$ cat config.mk
export PLATFORM = sky130hd
export DESIGN_NAME = spi_pin_ctrl
export DESIGN_NICKNAME = d
export VERILOG_FILES = /design/src/rtl/spi_pin_ctrl.sv
export SDC_FILE = /design/constraint.sdc
export NUM_CORES = 1
export LEC_CHECK = 0
export CAP_MARGIN = 20
export CORE_MARGIN = 2
export CORE_UTILIZATION = 43
export DETAILED_ROUTE_END_ITERATION = 12
export PLACE_DENSITY = 0.65
export SYNTH_ARGS = -nofsm -noshare
export SYNTH_HDL_FRONTEND = slang
export SYNTH_SLANG_ARGS = --single-unit
$ cat constraint.sdc
create_clock -name CLK -period 1.9 [get_ports CLK]
set_input_delay 0.38 -clock CLK [delete_from_list [all_inputs] [get_ports CLK]]
set_output_delay 0.38 -clock CLK [all_outputs]
set_load 0.01 [all_outputs]
$ cat src/rtl/spi_pin_ctrl.sv
// SPI-slave (mode 0) pin controller: synchronises SCLK/CS/MOSI into CLK, assembles
// MSB-first command bytes and applies toggle/set/clear/bulk operations to the pin bank.
module spi_pin_ctrl #(
  parameter int unsigned NUM_PINS    = 64,
  parameter int unsigned SYNC_STAGES = 2,
  parameter int unsigned CNT_W       = 16
) (
  input  logic                CLK,
  input  logic                RST_N,
  input  logic                SCLK,
  input  logic                CS,
  input  logic                MOSI,
  input  logic                err_clr,
  output logic [NUM_PINS-1:0] pins,
  output logic                cmd_valid,
  output logic [CNT_W-1:0]    cmd_cnt,
  output logic                err
);

  localparam int unsigned BYTE_W = 8;
  localparam int unsigned CNT_BW = 3;
  localparam int unsigned IDX_W  = 6;

  typedef enum logic [1:0] {
    OP_TOGGLE = 2'b00,
    OP_SET    = 2'b01,
    OP_CLEAR  = 2'b10,
    OP_BULK   = 2'b11
  } op_e;

  logic [SYNC_STAGES-1:0] sclk_sync;
  logic [SYNC_STAGES-1:0] cs_sync;
  logic [SYNC_STAGES-1:0] mosi_sync;
  logic                   sclk_prev;
  logic                   cs_prev;
  logic [BYTE_W-1:0]      shift_reg;
  logic [CNT_BW-1:0]      bit_cnt;
  logic                   byte_rdy;

  logic                   sclk_s;
  logic                   cs_s;
  logic                   mosi_s;
  logic                   bit_stb;
  logic                   cs_rise;

  op_e                    op;
  logic [IDX_W-1:0]       idx;
  logic                   idx_ok;
  logic [NUM_PINS-1:0]    idx_mask;
  logic [NUM_PINS-1:0]    pins_nxt;
  logic                   cmd_ok;
  logic                   err_set;

  // Input synchronisers, reset to the idle bus state.
  always_ff @(posedge CLK or negedge RST_N) begin
    if (!RST_N) begin
      sclk_sync <= '0;
      cs_sync   <= '1;
      mosi_sync <= '0;
      sclk_prev <= 1'b0;
      cs_prev   <= 1'b1;
    end else begin
      sclk_sync <= {sclk_sync[SYNC_STAGES-2:0], SCLK};
      cs_sync   <= {cs_sync[SYNC_STAGES-2:0], CS};
      mosi_sync <= {mosi_sync[SYNC_STAGES-2:0], MOSI};
      sclk_prev <= sclk_s;
      cs_prev   <= cs_s;
    end
  end

  assign sclk_s  = sclk_sync[SYNC_STAGES-1];
  assign cs_s    = cs_sync[SYNC_STAGES-1];
  assign mosi_s  = mosi_sync[SYNC_STAGES-1];
  assign bit_stb = sclk_s & ~sclk_prev & ~cs_s;
  assign cs_rise = cs_s & ~cs_prev;

  // Byte assembly; a completing bit takes priority over a frame abort.
  always_ff @(posedge CLK or negedge RST_N) begin
    if (!RST_N) begin
      shift_reg <= '0;
      bit_cnt   <= '0;
      byte_rdy  <= 1'b0;
    end else begin
      byte_rdy <= 1'b0;
      if (bit_stb) begin
        shift_reg <= {shift_reg[BYTE_W-2:0], mosi_s};
        bit_cnt   <= bit_cnt + CNT_BW'(1);
        byte_rdy  <= (bit_cnt == '1);
      end else if (cs_rise) begin
        bit_cnt <= '0;
      end
    end
  end

  // Command decode; shift_reg is stable while byte_rdy is high because the
  // next qualified SCLK edge is several CLK cycles away.
  always_comb begin
    op       = op_e'(shift_reg[7:6]);
    idx      = shift_reg[IDX_W-1:0];
    idx_ok   = (7'(idx) < 7'(NUM_PINS));
    idx_mask = NUM_PINS'(1) << idx;
    pins_nxt = pins;
    cmd_ok   = idx_ok;
    case (op)
      OP_TOGGLE: pins_nxt = pins ^ idx_mask;
      OP_SET:    pins_nxt = pins | idx_mask;
      OP_CLEAR:  pins_nxt = pins & ~idx_mask;
      OP_BULK: begin
        cmd_ok = 1'b1;
        if (idx == IDX_W'(0)) begin
          pins_nxt = '0;
        end else if (idx == IDX_W'(1)) begin
          pins_nxt = '1;
        end else begin
          cmd_ok = 1'b0;
        end
      end
      default: cmd_ok = 1'b0;
    endcase
  end

  assign err_set = byte_rdy & ~cmd_ok;

  // Execute stage; a new error wins over a simultaneous err_clr.
  always_ff @(posedge CLK or negedge RST_N) begin
    if (!RST_N) begin
      pins      <= '0;
      cmd_valid <= 1'b0;
      cmd_cnt   <= '0;
      err       <= 1'b0;
    end else begin
      cmd_valid <= byte_rdy;
      err       <= err_set | (err & ~err_clr);
      if (byte_rdy && cmd_ok) begin
        pins    <= pins_nxt;
        cmd_cnt <= cmd_cnt + CNT_W'(1);
      end
    end
  end

endmodule

== Yosys cells after proc, flatten, opt, wreduce, memory -nomap -nowiden ==
Index checks and enable logic that the tools add are counted.

* Bits in registers: 102
* Input port bits: 6
* Output and inout port bits: 82
* Word-level logic and storage cells: 50

* Add/sub/neg operators: 2
* Equal/unequal tests: 6
* Shift operators: 1
* Multiplexer cells: 9
* Bitwise gates (word level): 15
* Reductions and logical operators: 5

{| class="wikitable"
|+ Operators with widths
! kind !! number
|-
| $pmux W64 S4 || 1
|-
| $mux W64 || 2
|-
| $and A64 B64 Y64 || 1
|-
| $not A64 Y64 || 1
|-
| $or A64 B64 Y64 || 1
|-
| $shl A1 B6 Y64 const A || 1
|-
| $xor A64 B64 Y64 || 1
|-
| $add A16 B1 Y16 const B || 1
|-
| $eq A6 B1 Y1 const B || 1
|-
| $logic_not A6 Y1 || 1
|-
| $mux W3 || 2
|-
| $and A1 B1 Y1 || 5
|-
| $not A1 Y1 || 5
|-
| $eq A2 B2 Y1 const B || 2
|-
| $mux W1 || 4
|-
| $add A3 B1 Y3 const B || 1
|-
| $eq A3 B3 Y1 const B || 1
|-
| $ne A3 B3 Y1 const B || 1
|-
| $eq A2 B1 Y1 const B || 1
|-
| $logic_not A2 Y1 || 1
|-
| $reduce_and A2 Y1 || 1
|-
| $reduce_bool A2 Y1 || 1
|-
| $logic_and A1 B1 Y1 || 1
|-
| $or A1 B1 Y1 || 1
|}

== Logic depth before layout (Yosys ltp) ==
Gate-level depths: netlist of run 1.

* Depth in word-level cells: 7
* Mapped depth: 9
* Mapped depth without buffers: 8

== Worst setup path after synthesis of run 1 ==
No wires, ideal clock.

* Path kind: flip-flop to flip-flop
* Start point: reg shift_reg[5]
* End point: reg pins[2]
* Setup time: 95 ps
* Data arrival time: 1851 ps
* Required time: 1805 ps
* Path slack: -47 ps
* Cell stages (with the launch flop): 9
* Buffers on the path: 1
* Clock period less this slack: 1947 ps
* Path through: dfrtp_1 > nor2_1 > clkbuf_1 > nand2_1 > ha_1 > inv_1 > mux2i_1 > o22ai_1 > o31ai_1

* Cells in the longest elaborated chain, start to end: 6
* Elaborated cells on any way between the ends: 15
* Classes of those cells: eq/ne: 2; shift: 1; mux: 5; bitwise: 4; reduce/logical: 3

{| class="wikitable"
|+ RTL lines
! what !! RTL line !! source
|-
| start: declaration || 36 || <nowiki>logic [BYTE_W-1:0] shift_reg;</nowiki>
|-
| start signal: assignment || 86 || <nowiki>shift_reg <= {shift_reg[BYTE_W-2:0], mosi_s};</nowiki>
|-
| $eq A6 B1 Y1 || 112 || <nowiki>end else if (idx == IDX_W'(1)) begin</nowiki>
|-
| $mux W1 || 112 ||
|-
| $mux W1 || 110 || <nowiki>if (idx == IDX_W'(0)) begin</nowiki>
|-
| $mux W1 || 104 || <nowiki>case (op)</nowiki>
|-
| $logic_and A1 B1 Y1 || 134 || <nowiki>if (byte_rdy && cmd_ok) begin</nowiki>
|-
| $reduce_and A2 Y1 (no line) || n/a ||
|-
| end signal: assignment || 135 || <nowiki>pins <= pins_nxt;</nowiki>
|-
| end: declaration || 14 || <nowiki>output logic [NUM_PINS-1:0] pins,</nowiki>
|}

Parallel ways exist; a longest one is shown, timed or not.
A chain may end at the register's enable or synchronous reset.

== Worst setup path after layout of run 1 ==
* Start point: reg shift_reg[1]
* End point: reg pins[48]

Same word-level chain as after synthesis.

==> results of run 1 <==
==> kinds of logic after synthesis <==
group,synth area share [%]
muxes,5.60
and+or+nand+nor,14.6
DFF,32.5
buffers and inverters,9.04
adders and majority gates,20.9
xor gates and xnor gates,1.67
AOI/OAI and AO/OA,15.7
==> per-layer routing <==
| layer | global-route usage, % | vias up | share of wire, % |
|---|---|---|---|
| met5 | 0 | - | 0 |
| met4 | 5.16 | 0 | 1.6 |
| met3 | 2.97 | 27 | 3.2 |
| met2 | 32.6 | 123 | 48 |
| met1 | 28.9 | 3138 | 47 |
| li1 | - | 3189 | - |
==> worst max path at each step <==
stage / from / end
6_report: shift_reg[1]$_DFFE_PN0P_ / pins[48]$_DFFE_PN0P_
5_1_grt: shift_reg[1]$_DFFE_PN0P_ / pins[48]$_DFFE_PN0P_
4_1_cts: shift_reg[0]$_DFFE_PN0P_ / pins[38]$_DFFE_PN0P_
3_5_place_dp: shift_reg[0]$_DFFE_PN0P_ / pins[38]$_DFFE_PN0P_
3_3_place_gp: shift_reg[0]$_DFFE_PN0P_ / pins[38]$_DFFE_PN0P_
2_1_floorplan: shift_reg[5]$_DFFE_PN0P_ / pins[2]$_DFFE_PN0P_
==> cell type report <==
type,instances,share of cell area [%]
clock buffer,9,2.15
clock inverter,7,0.692
inverter,100,3.58
multi-input combinational,587,47.5
sequential,102,24.5
tap,229,2.73
timing repair buffer,198,18.9
==> what timing repair did <==
action | CTS | global route
pin swaps | 4 | 40
resized for setup | 14 | 87
hold buffers | 1 | 0
cloned | 0 | 6
setup endpoints to repair | 39 | 68
hold endpoints to repair | 17 | 0
buffers inserted | 2 | 11
==> cells in the final DEF (no fill, tap or decap), types with 8 or more instances in the layout <==
master / n
ha_1: 123
nand2_1: 114
inv_1: 96
dfrtp_1: 93
clkdlybuf4s50_1: 86
buf_4: 79
o22ai_1: 64
o31ai_2: 40
mux2i_1: 35
a21oi_1: 28
nor2b_1: 22
o21ai_1: 20
buf_6: 15
nor3_2: 13
buf_12: 13
nor2_1: 12
clkbuf_16: 12
nor3_1: 11
nand2_4: 8
nand4_1: 8
xnor2_1: 8
==> report_power, final <==
part | leakage [nW] | switching [mW] | internal (mW) | total, mW
Sequential | 1.38 | 0.121 | 2.27 | 2.39
Clock | 0.149 | 0.985 | 0.938 | 1.92
Combinational | 2.85 | 2.45 | 1.61 | 4.05
Total | 4.38 | 3.55 | 4.82 | 8.37
==> through the flow <==
step | instance area [um^2] | power (mW)
final | 10500 | 8.37
after global routing | 10500 | 8.85
after CTS | 9930 | 7.88
after detailed placement | 9550 | 5.84
after global placement | 9550 | 5.77
after floorplan | 7860 | 4.65
==> impl_metrics.toml, run 1 <==
[status]
status = "finished with violations"
violations = "negative setup slack"

[floorplanning]
floorplan.die.width_um = 139
dieHeight_um = 139
area_of_the_placeable_core_um2 = 18000
io_pins = 88
initial_utilization_pct = 43.7
rows = 49
die_ar_um2 = 19400

[synthesis]
synth.top_cells.by_area = "dfrtp_1 (32%), ha_1 (21%), o31ai_2 (6.4%)"
postSynthAreaPerCell_um2 = 9.27
synth.yosys.warnings = 0
synth_top_cells_by_count = "ha_1 (131), nand2_1 (125), inv_1 (100), dfrtp_1 (99), o22ai_1 (64)"
post-synth-top-count-cell = "ha_1"
edff_count_synth = 0
yosys_register_bits = 102
synth.cell_area_um2 = 7860
synthDominantAreaCellType = "dfrtp_1"
syn_nets = 985
postSynth.topFlopCell = "dfrtp_1"
synthesis.instances = 848
ys_async_sr_fraction_pct = 100
ys_seq_area_share_pct = 32.5
synth_largest_type_area_fraction_pct = 31.5
synth_cell_type_count = 42

[cells_and_area]
layout-drive-gt1-share_pct = 25.2
diodes = 0
finish.cell_count_without_fillers = 1232
largest_reg_flops = 64
final_core_util_pct = 58.4
multi_input_comb_area_um2 = 4970
final.fill_count = 1541
finish.net_count = 1135
area_growth_syn_to_layout_pct = 33.4
regArea_um2 = 2570

[hold_path]
min_delay_worst_endpoint = "mosi_sync[1]$_DFF_PN0_"
hold_path_depth = 0
min_path_type = "reg -> reg"
hp-start = "mosi_sync[0]$_DFF_PN0_"

[pwr]
power.density_cell_area_nw_per_um2 = 798
leakagePower_nw = 4.38
vdd_ir_max_v = 0.000650

[detailed_routing]
drt-initial-drc-count = 415
detailedRoute.firstPassIterationCount = 5
total_number_of_vias = 6477
route.detailed.vias_per_inst = 5.26
remaining_drcs = 0
routed_wire_length_um = 20900
drt-wirelength-per-cell_um = 17.0
count_of_antenna_violating_nets_left_after_detailed_routing = 0

[sta]
holdWs_ns = 0.351
report.final.hold_viol_count = 0
final.setup_skew_ns = 0.00871
tightestPinTransition_ns = 0.500
final-setup-viol-count = 30
post-route-min-period_ns = 2.02
max_freq_mhz = 496
drv_slew = 0
finalWorstSetupSlack_ns = -0.117
layout_worst_path_cycle_share_pct = 106
unrepaired_setup_endpoints_after_global_routing = "yes"
slew_headroom_pct = 66.6
totalNegativeSetupSlack_ns = -0.830

[setup_path]
rr_endpoint = "pins[48]$_DFFE_PN0P_"
timing.reg2reg.worst_path_depth = 9
largest_stage_delay_on_the_critical_path_ns = 0.45
critPathMaxFanout = 5
critPathBufInv = 3
critPathRequiredTime_ns = 2.17
critical-path-slowest-cell = "dfrtp_2"
crit_top_cell = "buf_4"
critical_path_depth = 9
endpoint_kind = "flip-flop"
critPathLaunchType = "flip-flop"
crit_type = "reg -> reg"
worst-r2r-setup-slack_ns = -0.12
crit_path_cell_trace = "buf_4 -> nor4_4 -> buf_4 -> nand2_2 -> ha_4 -> inv_1 -> mux2i_1 -> o22ai_1 -> o31ai_2"
r2r_startpoint = "shift_reg[1]$_DFFE_PN0P_"
worst_path_dominant_cell_family = "flip-flops"
crit_arrival_ns = 2.28

[clock_tree]
cts.sink_count = 102
root_buffer = "clkbuf_16"
tritoncts.num_buffers = 9
ctsHtreeMaxLevel = 3
worstSkewPairLatency_ns = 0.36
maximum_clock_insertion_buffer_count = 2
cts_tree = "built"
cts.clk_slew.worst_paths_ns = 0.08

[grt]
grt_start_max_net_pins = 49
gr-total-overflow = 0
number_of_antenna_violations_at_the_first_check_in_global_routing = 0
grt_pass1_wl_um = 32000
groute.usage.overall_pct = 20.3
grt_pass1_vias = 6061

[placed_design]
hpwlAfterDp_um = 13700
finalWeightedCongestion = 0.851
placement.io_buffers = 87
dp.cells = 1196
detailedPlace.worstSlack_ns = -0.161

[flow_run]
drv.max_cap_violation_count = 0
No activity file was read; power rests on OpenSTA's default activity.
==> run 2, diff against run 1 <==
SLEW_MARGIN = 20   (was default)
==> results of run 2 <==
The final DEF is identical to that of run 1; final timing and power are the same.
==> RTL change 1 (config.mk and constraints of run 1) <==
Register the inputs `CS`, `MOSI` and `err_clr` before use, without a reset. The logic sees them one clock later.
--- a/src/rtl/spi_pin_ctrl.sv
+++ b/src/rtl/spi_pin_ctrl.sv
@@ -29,2 +29,12 @@
   } op_e;
+
+  logic CS_q;
+  logic MOSI_q;
+  logic err_clr_q;
+
+  always_ff @(posedge CLK) begin
+    CS_q      <= CS;
+    MOSI_q    <= MOSI;
+    err_clr_q <= err_clr;
+  end
 
@@ -63,4 +73,4 @@
       sclk_sync <= {sclk_sync[SYNC_STAGES-2:0], SCLK};
-      cs_sync   <= {cs_sync[SYNC_STAGES-2:0], CS};
-      mosi_sync <= {mosi_sync[SYNC_STAGES-2:0], MOSI};
+      cs_sync   <= {cs_sync[SYNC_STAGES-2:0], CS_q};
+      mosi_sync <= {mosi_sync[SYNC_STAGES-2:0], MOSI_q};
       sclk_prev <= sclk_s;
@@ -132,3 +142,3 @@
       cmd_valid <= byte_rdy;
-      err       <= err_set | (err & ~err_clr);
+      err       <= err_set | (err & ~err_clr_q);
       if (byte_rdy && cmd_ok) begin
Check against the original RTL: same outputs for any inputs over 10 cycles, from zero or initial values and one cycle with RST_N low; that may be too few to reach the edited logic, so the function may still have changed.
==> RTL change 1 against run 1 <==
  * The flow still finishes with violations (negative setup slack)
  * Area after synthesis decreased by 2.8%
  * Routed wire length about the same
  * Clock skew increased by 0.0013 ns
  * Core utilization increased by 3.3 points
  * Sequential cell count increased by 3
  * Largest power group unchanged
  * Hold slack got worse by 0.056 ns
  * Cell area increased by 2.1%
  * Synthesized cell count decreased by 0.24%
  * Power increased by 3.7%
  * Largest cell class unchanged
  * Die area decreased by 2.7%
  * Critical endpoint is now pins[49]$_DFFE_PN0P_
  * Worst setup slack improved by 0.030 ns
  * Clock power increased by 6%
==> RTL change 1: results (changes against run 1) <==
status=finished, violations left; failing checks=negative setup slack; Max VDD drop=672 uV (+3.3%); crit path DAT=2.26 ns (-0.02 ns); total vias in the final route=6589 (+1.7%); fraction of layout cells with a size suffix above 1=27.0% (+1.8 points); dpl cells=1197 (+0.084%); final setup fails=40 (+33%); vias in the first global route=6206 (+2.4%); largest net degree at the start of global routing=68 (+39%); GPL Wtd Cong=0.895 (+5.2%); Final WS setup=-0.0862 ns (+0.0303 ns); Hold EP=cs_sync[0]$_DFF_PN1_; grt met3 use=4.49% (+1.5 points); Met1 Wirelength=9.48 mm (-3.6%); Crit. Startpoint=shift_reg[0]$_DFFE_PN0P_; clk_skew=0.0101 ns (+0.00135 ns); Synth area leaders=dfrtp_1, ha_1, nand2_1; WL met2=9.97 mm (-1.1%); Max Fanout on Critical Path=6 (+1); pre-CTS WS=-0.244 ns (-0.0834 ns); Async S/R FF share, synth=97.1% (-2.9 points); first-pass GRT wire length=31.5 mm (-1.6%); reg-to-reg critical path endpoint=pins[49]$_DFFE_PN0P_; GR Util met1=28.1% (-0.74 points); met3 wire len=1.04 mm (+58%); per-cell routed wire length=16.9 um (-0.55%); post-synthesis sequential area ratio=34.2% (+1.7 points); worst r2r path cells=10 (+1); syn_nets=983 (-0.20%); fin nets=1145 (+0.88%); Slew HR=63.1% (-3.5 points); Commonest cells post-synth=nand2_1, ha_1, inv_1, dfrtp_1, o22ai_1; post-synth cell types=38 (-9.5%)
-- RTL change 1: per-stage QoR --
step,total power (W),hold slack (ns),cell area [um2],TNS [ns]
floorplan,0.00455,0.0844,7640,0
finish,0.00868,0.296,10700,-1.59
detailed placement,0.00567,0.206,9330,-2.77
global placement,0.00561,0.207,9330,-1.80
CTS,0.00814,0.298,10000,-0.639
global route,0.00914,0.304,10700,-7.23
-- RTL change 1: power breakdown --
part	leakage, nW	switching, W	internal, W
clock	0.148	0.000980	0.00105
combinational	2.90	0.00240	0.00176
sequential	1.41	0.000147	0.00234
total	4.45	0.00353	0.00515
-- RTL change 1: worst max-delay path, stage by stage (launching register included) --
cell and delay, ns:
dfrtp_2 0.47, buf_4 0.17, nand2b_4 0.10, nor3_4 0.17, buf_4 0.15, nand2_1 0.08, ha_1 0.28, inv_1 0.03
mux2i_1 0.11, o22ai_1 0.09, o31ai_1 0.23
-- RTL change 1: timing repair --
action                     in CTS  in global routing
resized for setup              70                124
hold buffers                    1                  0
setup endpoints to repair      54                 69
gates cloned                    0                  7
pin swaps                      30                 67
buffers inserted               12                  8
hold endpoints to repair        4                  0
-- RTL change 1: cell type report --
type                            count  area [um2]  area share (%)
Sequential cell                   105        2630            24.5
Clock buffer                        9         225            2.10
Clock inverter                      7        88.8           0.830
Multi-Input combinational cell    580        5000            46.7
Timing Repair Buffer              209        2100            19.6
Tap cell                          225         282            2.63
Inverter                          103         387            3.61
-- RTL change 1: cells by family (layout without fill, tap and decap cells) --
family	count (synthesis)	in the layout	share of synthesized area, %
AO/OA/AOI/OAI	163	163	14.2
buffers and inverters	161	328	9.09
flip-flops	105	105	34.2
adder cells (fa/ha/maj)	131	131	21.5
AND/OR/NAND/NOR	227	227	13.4
XOR/XNOR	15	15	1.72
multiplexers	44	44	5.91
==> RTL change 2 (settings of run 1) <==
Made on the original files. Change the parameter `SYNC_STAGES` from 2 to 4.
--- a/src/rtl/spi_pin_ctrl.sv
+++ b/src/rtl/spi_pin_ctrl.sv
@@ -4,3 +4,3 @@
   parameter int unsigned NUM_PINS    = 64,
-  parameter int unsigned SYNC_STAGES = 2,
+  parameter int unsigned SYNC_STAGES = 4,
   parameter int unsigned CNT_W       = 16
Function: no difference found for any inputs over 10 cycles, from zero or initial values and one cycle with RST_N low; that may be too few to reach the edited logic, so the function may still have changed.
==> RTL change 2 against run 1 <==
  * The flow still finishes with violations (negative setup slack)
  * Core utilization rose by 3.0 points
  * Synthesized cell count grew 0.71%
  * Worst setup slack got worse by 0.071 ns
  * Non-clock buffer count rose by 25
  * Cell area is 6.2% higher
  * Power increased by 6.5%
  * Sequential cell count rose by 6
  * Count of clock-buffer cells in the layout is the same
  * Area after synthesis is 1.9% higher
  * Sequential power rose by 7%
  * Sequential share of layout area is essentially flat
  * Routed wire length is 9.7% higher
  * Critical endpoint is now pins[36]$_DFFE_PN0P_
  * Largest power group unchanged
==> RTL change 2: results (changes against run 1) <==
status=finished, violations left; failing checks=negative setup slack; P_leak=4.76 nW (+8.6%); aggregate routed wire length=22.9 mm (+9.7%); Slew HR=63.8% (-2.8 points); Max Fanout on Critical Path=6 (+1); Final WS setup=-0.187 ns (-0.0705 ns); Crit. Startpoint=shift_reg[2]$_DFFE_PN0P_; clk_skew=0.00527 ns (-0.00343 ns); post-synthesis sequential area ratio=33.8% (+1.3 points); syn_nets=991 (+0.61%); fin nets=1165 (+2.6%); CP endpoint=pins[36]$_DFFE_PN0P_; Synth area leaders=dfrtp_1, ha_1, o31ai_2; largest net degree at the start of global routing=65 (+33%); hold path startpoint=sclk_sync[2]$_DFF_PN0_; Adder-Cell Fraction of Synth Area=20.5% (-0.40 points); fraction of area in multi-input gates=46.7% (-0.73 points); worst r2r path cells=10 (+1); final setup fails=49 (+63%); Synth Area in XOR/XNOR=1.64% (-0.032 points); Data buffer area share=20.0% (+1.1 points); post-synthesis mux area share=5.50% (-0.11 points); GR Util All Layers=20.9% (+0.65 points); # fillers=1470 (-4.6%); Max VDD drop=580 uV (-11%); per-cell routed wire length=18.2 um (+7.1%); Commonest cells post-synth=ha_1, nand2_1, dfrtp_1, inv_1, o22ai_1; vias in the first global route=6420 (+5.9%)
RTL change 2: what timing repair did:
action | CTS | global route
buffers inserted | 8 | 25
gates cloned | 0 | 7
hold endpoints to repair | 20 | 0
resized for setup | 30 | 128
pin swaps | 12 | 81
hold buffers | 1 | 0
endpoints found under the setup margin | 53 | 71
RTL change 2: stage by stage:
stage | setup WS (ns) | hold slack (ns) | area, um2 | setup TNS (ns) | power [W]
final | -0.187 | 0.353 | 11100 | -3.99 | 0.00891
after global routing | -0.274 | 0.360 | 11100 | -8.14 | 0.00934
after CTS | -0.0807 | 0.355 | 10200 | -0.746 | 0.00801
after detailed placement | -0.140 | 0.330 | 9660 | -2.33 | 0.00576
after global placement | -0.102 | 0.327 | 9660 | -1.25 | 0.00571
after floorplan | -0.0466 | 0.0844 | 8020 | -0.265 | 0.00468
RTL change 2: cell families (layout without fill, tap and decap cells):
family	count (synthesis)	after routing
AO/OA/AOI/OAI	165	165
adder cells (fa/ha/maj)	131	131
AND/OR/NAND/NOR	232	232
multiplexers	43	43
flip-flops	108	108
XOR/XNOR	15	15
buffers and inverters	160	339
RTL change 2: metal layers:
layer  GRT usage, %  part of all wire [%]  wire length (um)  vias up
met3           2.50                   4.8              1100       40
li1               -                     -                 -     3253
met1           28.7                    43              9970     3404
met5              0                     0                 0        -
met4           6.95                   2.4               545        0
met2           34.6                    49             11300      218
RTL change 2: report_power, final:
group	internal, W	leakage, nW	switching [W]
registers	0.00241	1.45	0.000147
logic	0.00180	3.16	0.00254
clock network	0.000954	0.153	0.00107
total	0.00516	4.76	0.00375
